==> config.mk <==
export PLATFORM = sky130hd
export DESIGN_NAME = ccu_snoop_arbiter
export DESIGN_NICKNAME = d
export VERILOG_FILES = /design/src/rtl/ccu_snoop_arbiter.sv
export SDC_FILE = /design/constraint.sdc
export NUM_CORES = 1
export LEC_CHECK = 0
export ABC_CLOCK_PERIOD_IN_PS = 3220
export CAP_MARGIN = 10
export CORE_AREA = 10 10 166 168
export CTS_CLUSTER_DIAMETER = 40
export CTS_CLUSTER_SIZE = 16
export DETAILED_ROUTE_END_ITERATION = 6
export DIE_AREA = 0 0 176 178
export MAX_ROUTING_LAYER = met4
export SLEW_MARGIN = 25
export SYNTH_ARGS = -nofsm -noshare
export SYNTH_HDL_FRONTEND = slang
export SYNTH_SLANG_ARGS = --single-unit
==> constraint.sdc <==
create_clock -name clk_i -period 3.22 [get_ports clk_i]
set_input_delay 0.483 -clock clk_i [delete_from_list [all_inputs] [get_ports clk_i]]
set_output_delay 0.483 -clock clk_i [all_outputs]
set_load 0.1 [all_outputs]
==> src/rtl/ccu_snoop_arbiter.sv <==
// rtl/ccu_snoop_arbiter.sv - two-requester ACE snoop arbiter with in-order CR/CD owner routing
module ccu_snoop_arbiter #(
  parameter int unsigned AddrWidth = 64,
  parameter int unsigned DataWidth = 64,
  parameter int unsigned MaxTrans  = 4
) (
  input  logic                           clk_i,
  input  logic                           rst_ni,
  input  logic [1:0]                     slv_ac_valid_i,
  output logic [1:0]                     slv_ac_ready_o,
  input  logic [1:0][AddrWidth-1:0]      slv_ac_addr_i,
  input  logic [1:0][3:0]                slv_ac_snoop_i,
  input  logic [1:0][2:0]                slv_ac_prot_i,
  input  logic [1:0][1:0]                slv_domain_i,
  output logic [1:0]                     slv_cr_valid_o,
  input  logic [1:0]                     slv_cr_ready_i,
  output logic [1:0][4:0]                slv_cr_resp_o,
  output logic [1:0]                     slv_cd_valid_o,
  input  logic [1:0]                     slv_cd_ready_i,
  output logic [1:0][DataWidth-1:0]      slv_cd_data_o,
  output logic [1:0]                     slv_cd_last_o,
  output logic                           mst_ac_valid_o,
  input  logic                           mst_ac_ready_i,
  output logic [AddrWidth-1:0]           mst_ac_addr_o,
  output logic [3:0]                     mst_ac_snoop_o,
  output logic [2:0]                     mst_ac_prot_o,
  output logic [1:0]                     mst_domain_o,
  input  logic                           mst_cr_valid_i,
  output logic                           mst_cr_ready_o,
  input  logic [4:0]                     mst_cr_resp_i,
  input  logic                           mst_cd_valid_i,
  output logic                           mst_cd_ready_o,
  input  logic [DataWidth-1:0]           mst_cd_data_i,
  input  logic                           mst_cd_last_i
);

  localparam int unsigned PtrW = (MaxTrans > 1) ? $clog2(MaxTrans) : 1;
  localparam int unsigned CntW = $clog2(MaxTrans + 1);
  localparam logic [CntW-1:0] Full = CntW'(MaxTrans);

  // Arbitration state
  logic rr_q, rr_d;
  logic lock_q, lock_d;
  logic lock_gnt_q, lock_gnt_d;

  // Owner FIFOs: one owner bit per outstanding snoop / pending CD burst
  logic [MaxTrans-1:0] cr_mem_q, cr_mem_d;
  logic [PtrW-1:0]     cr_wptr_q, cr_wptr_d, cr_rptr_q, cr_rptr_d;
  logic [CntW-1:0]     cr_cnt_q, cr_cnt_d;
  logic [MaxTrans-1:0] cd_mem_q, cd_mem_d;
  logic [PtrW-1:0]     cd_wptr_q, cd_wptr_d, cd_rptr_q, cd_rptr_d;
  logic [CntW-1:0]     cd_cnt_q, cd_cnt_d;

  logic gnt, ac_req, ac_hs;
  logic cr_full, cr_empty, cd_full, cd_empty;
  logic cr_head, cd_head, cr_block, cr_hs, cd_hs;
  logic cr_push, cr_pop, cd_push, cd_pop;

  assign cr_full  = (cr_cnt_q == Full);
  assign cr_empty = (cr_cnt_q == '0);
  assign cd_full  = (cd_cnt_q == Full);
  assign cd_empty = (cd_cnt_q == '0);
  assign cr_head  = cr_mem_q[cr_rptr_q];
  assign cd_head  = cd_mem_q[cd_rptr_q];

  // Grant select: a held grant wins, then round-robin on contention, else the sole requester
  always_comb begin
    gnt = 1'b0;
    if (lock_q) begin
      gnt = lock_gnt_q;
    end else if (slv_ac_valid_i == 2'b11) begin
      gnt = rr_q;
    end else begin
      gnt = slv_ac_valid_i[1];
    end
  end

  assign ac_req = rst_ni & (|slv_ac_valid_i) & ~cr_full;
  assign ac_hs  = ac_req & mst_ac_ready_i;

  // AC forwarding: fields are muxed from the grant, zeroed when nothing is offered
  always_comb begin
    mst_ac_valid_o = ac_req;
    slv_ac_ready_o = 2'b00;
    mst_ac_addr_o  = '0;
    mst_ac_snoop_o = '0;
    mst_ac_prot_o  = '0;
    mst_domain_o   = '0;
    if (ac_req) begin
      slv_ac_ready_o[gnt] = mst_ac_ready_i;
      mst_ac_addr_o       = slv_ac_addr_i[gnt];
      mst_ac_snoop_o      = slv_ac_snoop_i[gnt];
      mst_ac_prot_o       = slv_ac_prot_i[gnt];
      mst_domain_o        = slv_domain_i[gnt];
    end
  end

  // CR routing: a DataTransfer response cannot complete until its CD owner slot exists
  always_comb begin
    cr_block       = mst_cr_resp_i[0] & cd_full;
    slv_cr_valid_o = 2'b00;
    mst_cr_ready_o = 1'b0;
    slv_cr_resp_o  = '0;
    if (rst_ni && !cr_empty) begin
      mst_cr_ready_o = slv_cr_ready_i[cr_head] & ~cr_block;
      if (!cr_block) begin
        slv_cr_valid_o[cr_head] = mst_cr_valid_i;
      end
      if (mst_cr_valid_i) begin
        slv_cr_resp_o = {2{mst_cr_resp_i}};
      end
    end
  end

  // CD routing: beats stall while no owner is known
  always_comb begin
    slv_cd_valid_o = 2'b00;
    mst_cd_ready_o = 1'b0;
    slv_cd_data_o  = '0;
    slv_cd_last_o  = 2'b00;
    if (rst_ni && !cd_empty) begin
      slv_cd_valid_o[cd_head] = mst_cd_valid_i;
      mst_cd_ready_o          = slv_cd_ready_i[cd_head];
      if (mst_cd_valid_i) begin
        slv_cd_data_o = {2{mst_cd_data_i}};
        slv_cd_last_o = {2{mst_cd_last_i}};
      end
    end
  end

  assign cr_hs   = mst_cr_valid_i & mst_cr_ready_o;
  assign cd_hs   = mst_cd_valid_i & mst_cd_ready_o;
  assign cr_push = ac_hs & ~cr_full;
  assign cr_pop  = cr_hs;
  assign cd_push = cr_hs & mst_cr_resp_i[0] & ~cd_full;
  assign cd_pop  = cd_hs & mst_cd_last_i;

  // Next state for rr pointer, grant lock and both owner FIFOs
  always_comb begin
    rr_d       = rr_q;
    lock_d     = lock_q;
    lock_gnt_d = lock_gnt_q;
    if (ac_hs) begin
      rr_d   = ~gnt;
      lock_d = 1'b0;
    end else if (ac_req) begin
      lock_d     = 1'b1;
      lock_gnt_d = gnt;
    end

    cr_mem_d  = cr_mem_q;
    cr_wptr_d = cr_wptr_q;
    cr_rptr_d = cr_rptr_q;
    cr_cnt_d  = cr_cnt_q;
    if (cr_push) begin
      cr_mem_d[cr_wptr_q] = gnt;
      cr_wptr_d           = cr_wptr_q + PtrW'(1);
    end
    if (cr_pop) begin
      cr_rptr_d = cr_rptr_q + PtrW'(1);
    end
    if (cr_push && !cr_pop) begin
      cr_cnt_d = cr_cnt_q + CntW'(1);
    end else if (!cr_push && cr_pop) begin
      cr_cnt_d = cr_cnt_q - CntW'(1);
    end

    cd_mem_d  = cd_mem_q;
    cd_wptr_d = cd_wptr_q;
    cd_rptr_d = cd_rptr_q;
    cd_cnt_d  = cd_cnt_q;
    if (cd_push) begin
      cd_mem_d[cd_wptr_q] = cr_head;
      cd_wptr_d           = cd_wptr_q + PtrW'(1);
    end
    if (cd_pop) begin
      cd_rptr_d = cd_rptr_q + PtrW'(1);
    end
    if (cd_push && !cd_pop) begin
      cd_cnt_d = cd_cnt_q + CntW'(1);
    end else if (!cd_push && cd_pop) begin
      cd_cnt_d = cd_cnt_q - CntW'(1);
    end
  end

  // State registers
  always_ff @(posedge clk_i or negedge rst_ni) begin
    if (!rst_ni) begin
      rr_q       <= 1'b0;
      lock_q     <= 1'b0;
      lock_gnt_q <= 1'b0;
      cr_mem_q   <= '0;
      cr_wptr_q  <= '0;
      cr_rptr_q  <= '0;
      cr_cnt_q   <= '0;
      cd_mem_q   <= '0;
      cd_wptr_q  <= '0;
      cd_rptr_q  <= '0;
      cd_cnt_q   <= '0;
    end else begin
      rr_q       <= rr_d;
      lock_q     <= lock_d;
      lock_gnt_q <= lock_gnt_d;
      cr_mem_q   <= cr_mem_d;
      cr_wptr_q  <= cr_wptr_d;
      cr_rptr_q  <= cr_rptr_d;
      cr_cnt_q   <= cr_cnt_d;
      cd_mem_q   <= cd_mem_d;
      cd_wptr_q  <= cd_wptr_d;
      cd_rptr_q  <= cd_rptr_d;
      cd_cnt_q   <= cd_cnt_d;
    end
  end

endmodule

==> flow_metrics.env, run 1 <==
export IMPL_outcome="completed"
export IMPL_htree_num_levels=1
export IMPL_cts_root_buf="clkbuf_16"
export IMPL_synth_edf_count=0
export IMPL_ir_worst_vdd_uv=434.0
export IMPL_routedWlPerCell_um=21.04
export IMPL_final_cell_mix="clkdlybuf4s50_1 (226), buf_12 (226), nand2_1 (148), and2_1 (71), a21oi_2 (70)"
export IMPL_portBuffers=448
export IMPL_cp_required_ps=2740
export IMPL_fin_worst_skew_ps=3.741
export IMPL_clockBufferDepth=2
export IMPL_synth_flop_cell="dfrtp_1"
export IMPL_min_period_ps=2826
export IMPL_p_leak_nw=4.145
export IMPL_syn_avg_cell_area_um2=6.697
export IMPL_ant_nets=0
export IMPL_final_nets=1116
export IMPL_die_y_um=178
export IMPL_overflow=0
export IMPL_gp_congestion=0.8665
export IMPL_rows=57
export IMPL_drcViolationCount=0
export IMPL_cp_slowest_cell="clkdlybuf4s50_1"
export IMPL_rsz0062_at_grt="no"
export IMPL_start_kind="input pin"
export IMPL_postCtsSetupBuffers=0
export IMPL_clkLatencyLatePin_ps=260
export IMPL_cts_hold_buf=0
export IMPL_maxSlewViolCount=0
export IMPL_timing_final_hold_violations=0
export IMPL_numPlacedInstances=1196
export IMPL_fin_cells=1201
export IMPL_dpl_hpwl_um=22600
export IMPL_worst_slew_pin_slew_ps=545.7
export IMPL_fillers=2303
export IMPL_relSlewSlack_pct=63.62
export IMPL_syn_nets=750
export IMPL_cp_max_fo=58
export IMPL_crit_path_frequent_cell="buf_12"
export IMPL_cap_violations=0
export IMPL_synthCells=511
export IMPL_firstDrtPassIters=4
export IMPL_worst_setup_path_type="in2out"
export IMPL_wirelength_um=25270
export IMPL_io_pins=449
export IMPL_max_freq_ghz=0.3538
export IMPL_design_area_mm2=0.01041
export IMPL_grt_pass1_wl_um=34640
export IMPL_p_per_area_mw_per_mm2=739.4
export IMPL_hp_class="reg2reg"
export IMPL_die_w_um=176
export IMPL_worst_setup_path_end_kind="primary output"
export IMPL_gr_usage_all_layers_pct=15.26
export IMPL_vias=4730
export IMPL_setup_violations=0
export IMPL_worst_ep_arrival_time_ps=2340
export IMPL_path_clk_slew_ps=60
export IMPL_cts_sinks=25
export IMPL_antenna_found_initial=1
export IMPL_drive_above_1_share_pct=36.99
export IMPL_dpl_cell_area_mm2=0.01033
export IMPL_grt_max_degree=76
export IMPL_crit_chain="clkdlybuf4s50_1, buf_4, o311a_1, buf_12, and2_1, buf_12"
export IMPL_coreArea_mm2=0.02411
export IMPL_ys_seq_area_share_pct=18.28
export IMPL_cts_buffers_inserted=3
export IMPL_ys_types=38
export IMPL_setup_tns_final_ps=0
export IMPL_initial_utilization_pct=14.20
export IMPL_area_growth_synth_to_final_pct=204.2
export IMPL_max_stage_delay_ps=590
export IMPL_fin_crit_sh_pct=87.77
export IMPL_synth_seq_cells=25
export IMPL_yosysWarnings=0
export IMPL_cts_resized=0
export IMPL_dieArea_mm2=0.03133
export IMPL_avgViaCountPerCell=3.938
export IMPL_detail_route_iter0_violations=124
export IMPL_synthArstFlopShare_pct=100.0
export IMPL_cts_tree="done"
export IMPL_grt_pass1_vias=5069
export IMPL_syn_area_mm2=0.003422
flip-flops by register name, indices dropped and copies added, names as in the netlist:
register / cells
cd_cnt_q: 3
cd_mem_q: 4
cd_rptr_q: 2
cd_wptr_q: 2
cr_cnt_q: 3
cr_mem_q: 4
cr_rptr_q: 2
cr_wptr_q: 2
lock_gnt_q: 1
lock_q: 1
rr_q: 1
through the flow:
stage | utilization [%] | hold slack [ps] | worst slack [ps] | power [W]
global placement | 42.85 | 459.3 | 320.3 | 0.007455
finish | 43.19 | 485.6 | 393.9 | 0.007698
global route | 43.19 | 497.1 | 294.4 | 0.008009
CTS | 43.18 | 487.0 | 368.8 | 0.007782
floorplan | - | 187.4 | 25.65 | 0.004956
detailed placement | 42.85 | 473.5 | 227.0 | 0.007487
synthesized netlist by cell type (2+ instances only):
| master | count | area share [%] |
|---|---|---|
| buf_1 | 6 | 0.66 |
| a31oi_1 | 8 | 1.5 |
| mux4_2 | 2 | 1.3 |
| o21ai_0 | 2 | 0.29 |
| a21o_1 | 2 | 0.44 |
| o311a_1 | 2 | 0.59 |
| o31ai_1 | 3 | 0.66 |
| fa_1 | 2 | 1.2 |
| xor2_1 | 5 | 1.3 |
| inv_1 | 9 | 0.99 |
| a21oi_1 | 73 | 11 |
| buf_2 | 2 | 0.29 |
| nor2_1 | 10 | 1.1 |
| dfrtp_1 | 25 | 18 |
| and2_1 | 71 | 13 |
| clkbuf_1 | 23 | 2.5 |
| xnor2_1 | 7 | 1.8 |
| ha_1 | 10 | 3.7 |
| mux2i_1 | 2 | 0.59 |
| nor3b_1 | 6 | 1.3 |
| nand2_1 | 148 | 16 |
| mux2_1 | 4 | 1.3 |
| clkinv_1 | 2 | 0.22 |
| mux2_2 | 4 | 1.3 |
| buf_4 | 70 | 15 |
worst paths after layout:
path / from / slack (ps) / cells past startpoint / end
worst max register to register: cr_rptr_q[0] / 490 / 7 / cr_cnt_q[1]
worst min-delay path: cr_rptr_q[1] / 490 / 1 / cr_rptr_q[1]
min in group asynchronous: rst_ni / 680 / 2 / cd_cnt_q[1]
max in group asynchronous: rst_ni / 2310 / 2 / cr_rptr_q[1]
worst max-delay path: rst_ni / 390 / 6 / slv_cd_data_o[91]
worst min register to register: cr_rptr_q[1] / 490 / 1 / cr_rptr_q[1]
power breakdown:
part	leakage, nW	switching [W]	internal (W)	total, W
sequential	0.301	0.000157	0.000466	0.000624
combinational	3.81	0.00445	0.00235	0.00680
clock	0.0382	0.000105	0.000169	0.000274
total	4.14	0.00472	0.00298	0.00770
layer usage:
metal / global-route usage, % / share of wire (%) / vias to the layer above
met3: 7.082 / 11 / 4
met4: 1.413 / 0.61 / 0
met2: 28.74 / 54 / 276
li1: - / - / 2319
met5: - / 0 / -
met1: 14.39 / 34 / 2131
worst max-delay path, delay by kind of cell:
family                 cells  cell delay (ps)
AOI/OAI and AO/OA          1              250
and+or+nand+nor            1              350
buffers and inverters      4             1230
logic make-up (layout without fill, tap and decap cells):
kind of cell,after synthesis,in the layout,share of synthesized area (%)
AND/OR/NAND/NOR,242,242,32.91
buffers and inverters,112,477,20.04
AO/OA/AOI/OAI,94,94,15.25
flip-flops,25,25,18.28
multiplexers,14,14,5.630
adder cells (fa/ha/maj),12,12,4.826
XOR/XNOR,12,12,3.071
other,0,1,0
final cells by class:
class	instances	area [µm²]	area share, %
Antenna cell	1	2.502	0.02404
Clock buffer	4	78.83	0.7571
Inverter	11	41.29	0.3966
Multi-Input combinational cell	374	2396	23.01
Sequential cell	25	625.6	6.009
Tap cell	324	405.4	3.894
Timing Repair Buffer	462	6862	65.91
(Power assumes the default switching activity.)
==> run 2: changes to the inputs <==
- CELL_PAD_IN_SITES_DETAIL_PLACEMENT: default -> 1
- CELL_PAD_IN_SITES_GLOBAL_PLACEMENT: default -> 2
- CORE_AREA: 10 10 166 168 -> 10 10 188 190
- DIE_AREA: 0 0 176 178 -> 0 0 198 200
- PLACE_DENSITY_LB_ADDON: default -> 0.1
==> run 2 against run 1 <==
Die area grew 26%. Register-to-register slack lost 80 ps. Highest routed layer unchanged. Design area grew 1.2%.
==> flow_metrics.env, run 2 (synthesis gave the netlist of run 1 again) <==
export IMPL_rsz0062_at_grt="no"
export IMPL_io_pins=449
export IMPL_rows=65
export IMPL_final_nets=1116
export IMPL_postCtsSetupBuffers=0
export IMPL_p_per_area_mw_per_mm2=740.8
export IMPL_portBuffers=448
export IMPL_fin_worst_skew_ps=7.534
export IMPL_worst_setup_path_end_kind="primary output"
export IMPL_vias=4808
export IMPL_whs_ps=486.1
export IMPL_clkLatencyLatePin_ps=260
export IMPL_routedWlPerCell_um=21.07
export IMPL_whs_endpoint="cr_rptr_q[1]"
export IMPL_dpl_hpwl_um=24580
export IMPL_rr_worst_depth=7
export IMPL_cts_sinks=25
export IMPL_ir_worst_vdd_uv=295.5
export IMPL_max_freq_ghz=0.3459
export IMPL_relSlewSlack_pct=68.45
export IMPL_final_cell_mix="buf_12 (228), clkdlybuf4s50_1 (226), nand2_1 (148), and2_1 (71), a21oi_2 (70)"
export IMPL_path_clk_slew_ps=70
export IMPL_start_kind="input pin"
export IMPL_gp_congestion=0.8314
export IMPL_grt_pass1_vias=5703
export IMPL_drcViolationCount=0
export IMPL_final_common_cell="buf_12"
export IMPL_hp_class="reg2reg"
export IMPL_setup_tns_final_ps=0
export IMPL_outcome="completed"
export IMPL_ant_nets=0
export IMPL_coreArea_mm2=0.03139
export IMPL_cts_tree="done"
export IMPL_worst_setup_path_type="in2out"
export IMPL_reg2reg_slack_ps=410
export IMPL_reg_top3="cd_mem_q (4), cr_mem_q (4)"
export IMPL_worstHoldStart="cr_rptr_q[1]"
export IMPL_worst_ep_arrival_time_ps=2410
export IMPL_cts_hold_buf=0
export IMPL_gr_usage_all_layers_pct=13.06
export IMPL_timing_rr_end="cr_cnt_q[1]"
export IMPL_antenna_found_initial=2
export IMPL_cp_required_ps=2740
export IMPL_grt_pass1_wl_um=37900
export IMPL_firstDrtPassIters=4
export IMPL_overflow=0
export IMPL_avgViaCountPerCell=3.756
export IMPL_r2r_start="cr_rptr_q[0]"
export IMPL_cts_resized=0
export IMPL_wirelength_um=26970
export IMPL_htree_num_levels=1
export IMPL_timing_final_hold_violations=0
export IMPL_worst_slew_pin_slew_ps=473.2
export IMPL_detail_route_iter0_violations=76
export IMPL_min_period_ps=2891
export IMPL_grt_max_degree=67
export IMPL_design_area_mm2=0.01054
export IMPL_area_growth_synth_to_final_pct=208.0
export IMPL_cts_buffers_inserted=3
export IMPL_setup_violations=0
export IMPL_die_w_um=198
export IMPL_dpl_cell_area_mm2=0.01045
export IMPL_die_y_um=200
export IMPL_initial_utilization_pct=10.90
export IMPL_min_path_cells=1
export IMPL_cts_root_buf="clkbuf_16"
export IMPL_p_leak_nw=4.152
export IMPL_maxSlewViolCount=0
export IMPL_clockBufferDepth=2
export IMPL_drive_above_1_share_pct=37.10
export IMPL_fin_crit_sh_pct=89.78
export IMPL_dieArea_mm2=0.03960
export IMPL_cap_violations=0
export IMPL_cp_max_fo=34
## run 2: cell types whose count changed in the layout (fill, tap and decap cells not counted)
cell	before	now
buf_4	10	8
clkbuf_1	1	0
diode_2	1	2
buf_12	226	228
clkinvlp_4	0	1
## run 2: final cells by class
cell class | instances | area (µm²)
repair buffers | 462 | 6887
clock buffers | 3 | 75.07
clock inverters | 1 | 7.507
diodes | 2 | 5.005
flip-flops and latches | 25 | 625.6
inverters | 11 | 41.29
multi-input cells | 374 | 2396
fillers | 3466 | 20850
well taps | 402 | 503.0
## run 2: stage by stage
| step | util (%) | setup slack [ps] | std cells | total power, W |
|---|---|---|---|---|
| final | 33.58 | 329.1 | 1280 | 0.007808 |
| after global routing | 33.58 | 176.8 | 1280 | 0.008188 |
| after CTS | 33.56 | 284.9 | 1278 | 0.007945 |
| after detailed placement | 33.30 | 202.0 | 1274 | 0.007648 |
| after global placement | 33.30 | 250.0 | 1274 | 0.007576 |
| after floorplan | - | 25.65 | 511 | 0.004956 |
## run 2: power by group
| part | internal (W) | total [W] | switching (W) |
|---|---|---|---|
| clock | 0.000169 | 0.000281 | 0.000112 |
| combinational | 0.00239 | 0.00690 | 0.00450 |
| sequential | 0.000466 | 0.000631 | 0.000165 |
## run 2: worst max-delay path by stage
stage | from | end | depth (start not counted)
after floorplan | slv_ac_valid_i[0] | mst_ac_addr_o[63] | 6
after global placement | rst_ni | cd_cnt_q[2] | 11
after detailed placement | rst_ni | cd_cnt_q[2] | 11
after CTS | slv_ac_valid_i[0] | mst_ac_addr_o[63] | 7
after global routing | slv_ac_valid_i[0] | mst_ac_addr_o[63] | 7
final | slv_ac_valid_i[0] | mst_ac_addr_o[63] | 7
## run 2: worst max-delay path, cell delays in order
cell	delay, ps
clkdlybuf4s50_1	470
nor2b_1	260
o31a_2	400
buf_12	240
nand2_1	80
a21oi_1	240
buf_12	220
## run 2: metal layers
| layer | GRT usage, % | wire [µm] |
|---|---|---|
| met5 | - | 0 |
| met2 | 24.09 | 13850 |
| met1 | 11.15 | 8454 |
| met4 | 1.623 | 248 |
| met3 | 8.473 | 4413 |
==> run 3: changes to the inputs <==
- SKIP_CTS_REPAIR_TIMING: default -> 1
- TNS_END_PERCENT: default -> 20
==> run 3 against run 2 <==
Clock power shrank 3%. Total power shrank 2.2%. Combinational power shrank 2%. Sequential share of layout area grew 0.12 points. Register-to-register slack gained 40 ps. Utilization shrank 0.68 points. Flip-flop and latch count is the same. Die area is the same. Via count shrank 1.0%. Critical path type unchanged. Critical endpoint is now mst_ac_addr_o[26].
==> flow_metrics.env, run 3 (synthesis gave the netlist of run 1 again) <==
export IMPL_outcome="completed"
export IMPL_regArea_um2=625.6
export IMPL_worstHoldStart="rr_q"
export IMPL_rsz0062_at_grt="no"
export IMPL_cts_tree="done"
export IMPL_io_pins=449
export IMPL_p_per_area_mw_per_mm2=739.0
export IMPL_dpl_cell_area_mm2=0.01023
export IMPL_clockBufferDepth=2
export IMPL_cts_buffers_inserted=3
export IMPL_dpl_hpwl_um=23780
export IMPL_routedWlPerCell_um=20.74
export IMPL_die_y_um=200
export IMPL_detail_route_iter0_violations=85
export IMPL_cap_violations=0
export IMPL_final_nets=1121
export IMPL_min_period_ps=2854
export IMPL_gp_congestion=0.7134
export IMPL_fillers=3463
export IMPL_final_common_cell="clkdlybuf4s50_1"
export IMPL_ir_worst_vdd_uv=303.8
export IMPL_vias=4759
export IMPL_cp_max_fo=17
export IMPL_use_met1_pct=12.65
export IMPL_dieArea_mm2=0.03960
export IMPL_fin_worst_skew_ps=5.121
export IMPL_setup_violations=0
export IMPL_hp_class="reg2reg"
export IMPL_area_growth_synth_to_final_pct=201.8
export IMPL_die_w_um=198
export IMPL_cts_sinks=25
export IMPL_busiest_layer="met2"
export IMPL_design_area_mm2=0.01033
export IMPL_setup_tns_final_ps=0
export IMPL_cts_root_buf="clkbuf_16"
export IMPL_clkLatencyLatePin_ps=260
export IMPL_final_cell_mix="clkdlybuf4s50_1 (226), buf_12 (225), nand2_1 (148), and2_1 (71), a21oi_1 (60)"
export IMPL_portBuffers=448
export IMPL_worst_setup_path_end_kind="primary output"
export IMPL_timing_final_hold_violations=0
export IMPL_avgViaCountPerCell=3.692
export IMPL_use_met3_pct=7.736
export IMPL_p_leak_nw=4.167
export IMPL_relSlewSlack_pct=65.66
export IMPL_firstDrtPassIters=4
export IMPL_htree_num_levels=1
export IMPL_grt_pass1_wl_um=37020
export IMPL_met2_usage_pct=22.51
export IMPL_worst_setup_path_type="in2out"
export IMPL_maxSlewViolCount=0
export IMPL_initial_utilization_pct=10.90
export IMPL_wirelength_um=26740
export IMPL_cp_required_ps=2740
export IMPL_drcViolationCount=0
export IMPL_drive_above_1_share_pct=30.99
export IMPL_worst_ep_arrival_time_ps=2370
export IMPL_multiInputGateArea_mm2=0.002176
export IMPL_grt_pass1_vias=5298
export IMPL_ant_nets=0
export IMPL_critPathLaunch="slv_ac_valid_i[0]"
export IMPL_gr_usage_all_layers_pct=12.88
export IMPL_start_kind="input pin"
export IMPL_antenna_found_initial=6
export IMPL_rows=65
export IMPL_r2r_start="cr_rptr_q[0]"
export IMPL_max_freq_ghz=0.3504
export IMPL_coreArea_mm2=0.03139
export IMPL_grt_max_degree=74
export IMPL_overflow=0
export IMPL_reg_top3="cd_mem_q (4), cr_mem_q (4)"
export IMPL_path_clk_slew_ps=60
export IMPL_worst_slew_pin_slew_ps=513.9
export IMPL_fin_crit_sh_pct=88.62
-- run 3: cell types whose count changed in the layout (fill, tap and decap cells not counted) --
| cell | change |
|---|---|
| diode_2 | +4 |
| buf_12 | -3 |
| a21oi_1 | +57 |
| a21o_2 | +1 |
| a21oi_2 | -57 |
| clkinvlp_4 | -1 |
| clkinv_2 | +1 |
| buf_4 | +8 |
| a21o_4 | -1 |
-- run 3: where the power goes --
group,switching (W),internal (W),leakage [nW]
logic,0.00441,0.00232,3.83
registers,0.000158,0.000466,0.301
clock network,0.000106,0.000167,0.0409
total,0.00468,0.00295,4.17
-- run 3: stage by stage --
| stage | power [W] | setup slack [ps] | utilization (%) | instances | hold WS [ps] |
|---|---|---|---|---|---|
| 2_1_floorplan | 0.004818 | -182.3 | - | 511 | 187.4 |
| 3_3_place_gp | 0.007469 | 312.5 | 32.59 | 1279 | 460.5 |
| 3_5_place_dp | 0.007482 | 289.0 | 32.59 | 1279 | 467.8 |
| 4_1_cts | 0.007777 | 283.7 | 32.85 | 1283 | 482.7 |
| 5_1_grt | 0.008024 | 142.1 | 32.90 | 1289 | 500.8 |
| 6_report | 0.007632 | 366.4 | 32.90 | 1289 | 480.2 |
-- run 3: area by class of cell --
| class | count | area share [%] |
|---|---|---|
| Timing Repair Buffer | 467 | 66.68 |
| Multi-Input combinational cell | 374 | 21.07 |
| Sequential cell | 25 | 6.058 |
| Tap cell | 402 | 4.870 |
| Clock buffer | 3 | 0.7269 |
| Inverter | 11 | 0.3998 |
| Antenna cell | 6 | 0.1454 |
| Clock inverter | 1 | 0.04846 |
-- run 3: worst paths after layout --
path	to	slack, ps	cells after the start
worst max-delay path	mst_ac_addr_o[26]	370	7
worst min-delay path	rr_q	480	1
worst max register to register	cr_cnt_q[1]	450	7
worst min register to register	rr_q	480	1
max in group asynchronous	cr_cnt_q[0]	2210	3
min in group asynchronous	cr_cnt_q[1]	620	2
-- run 3: per-layer routing --
layer,up-vias,share of wire (%)
li1,2324,-
met1,2149,34
met2,284,50
met3,2,15
met4,0,0.21
met5,-,0
-- run 3: critical path, stage by stage --
cell and delay, ps:
clkdlybuf4s50_1 480, nor2b_1 270, o31a_2 320, buf_4 280, nand2_1 80, a21oi_1 230
buf_12 220
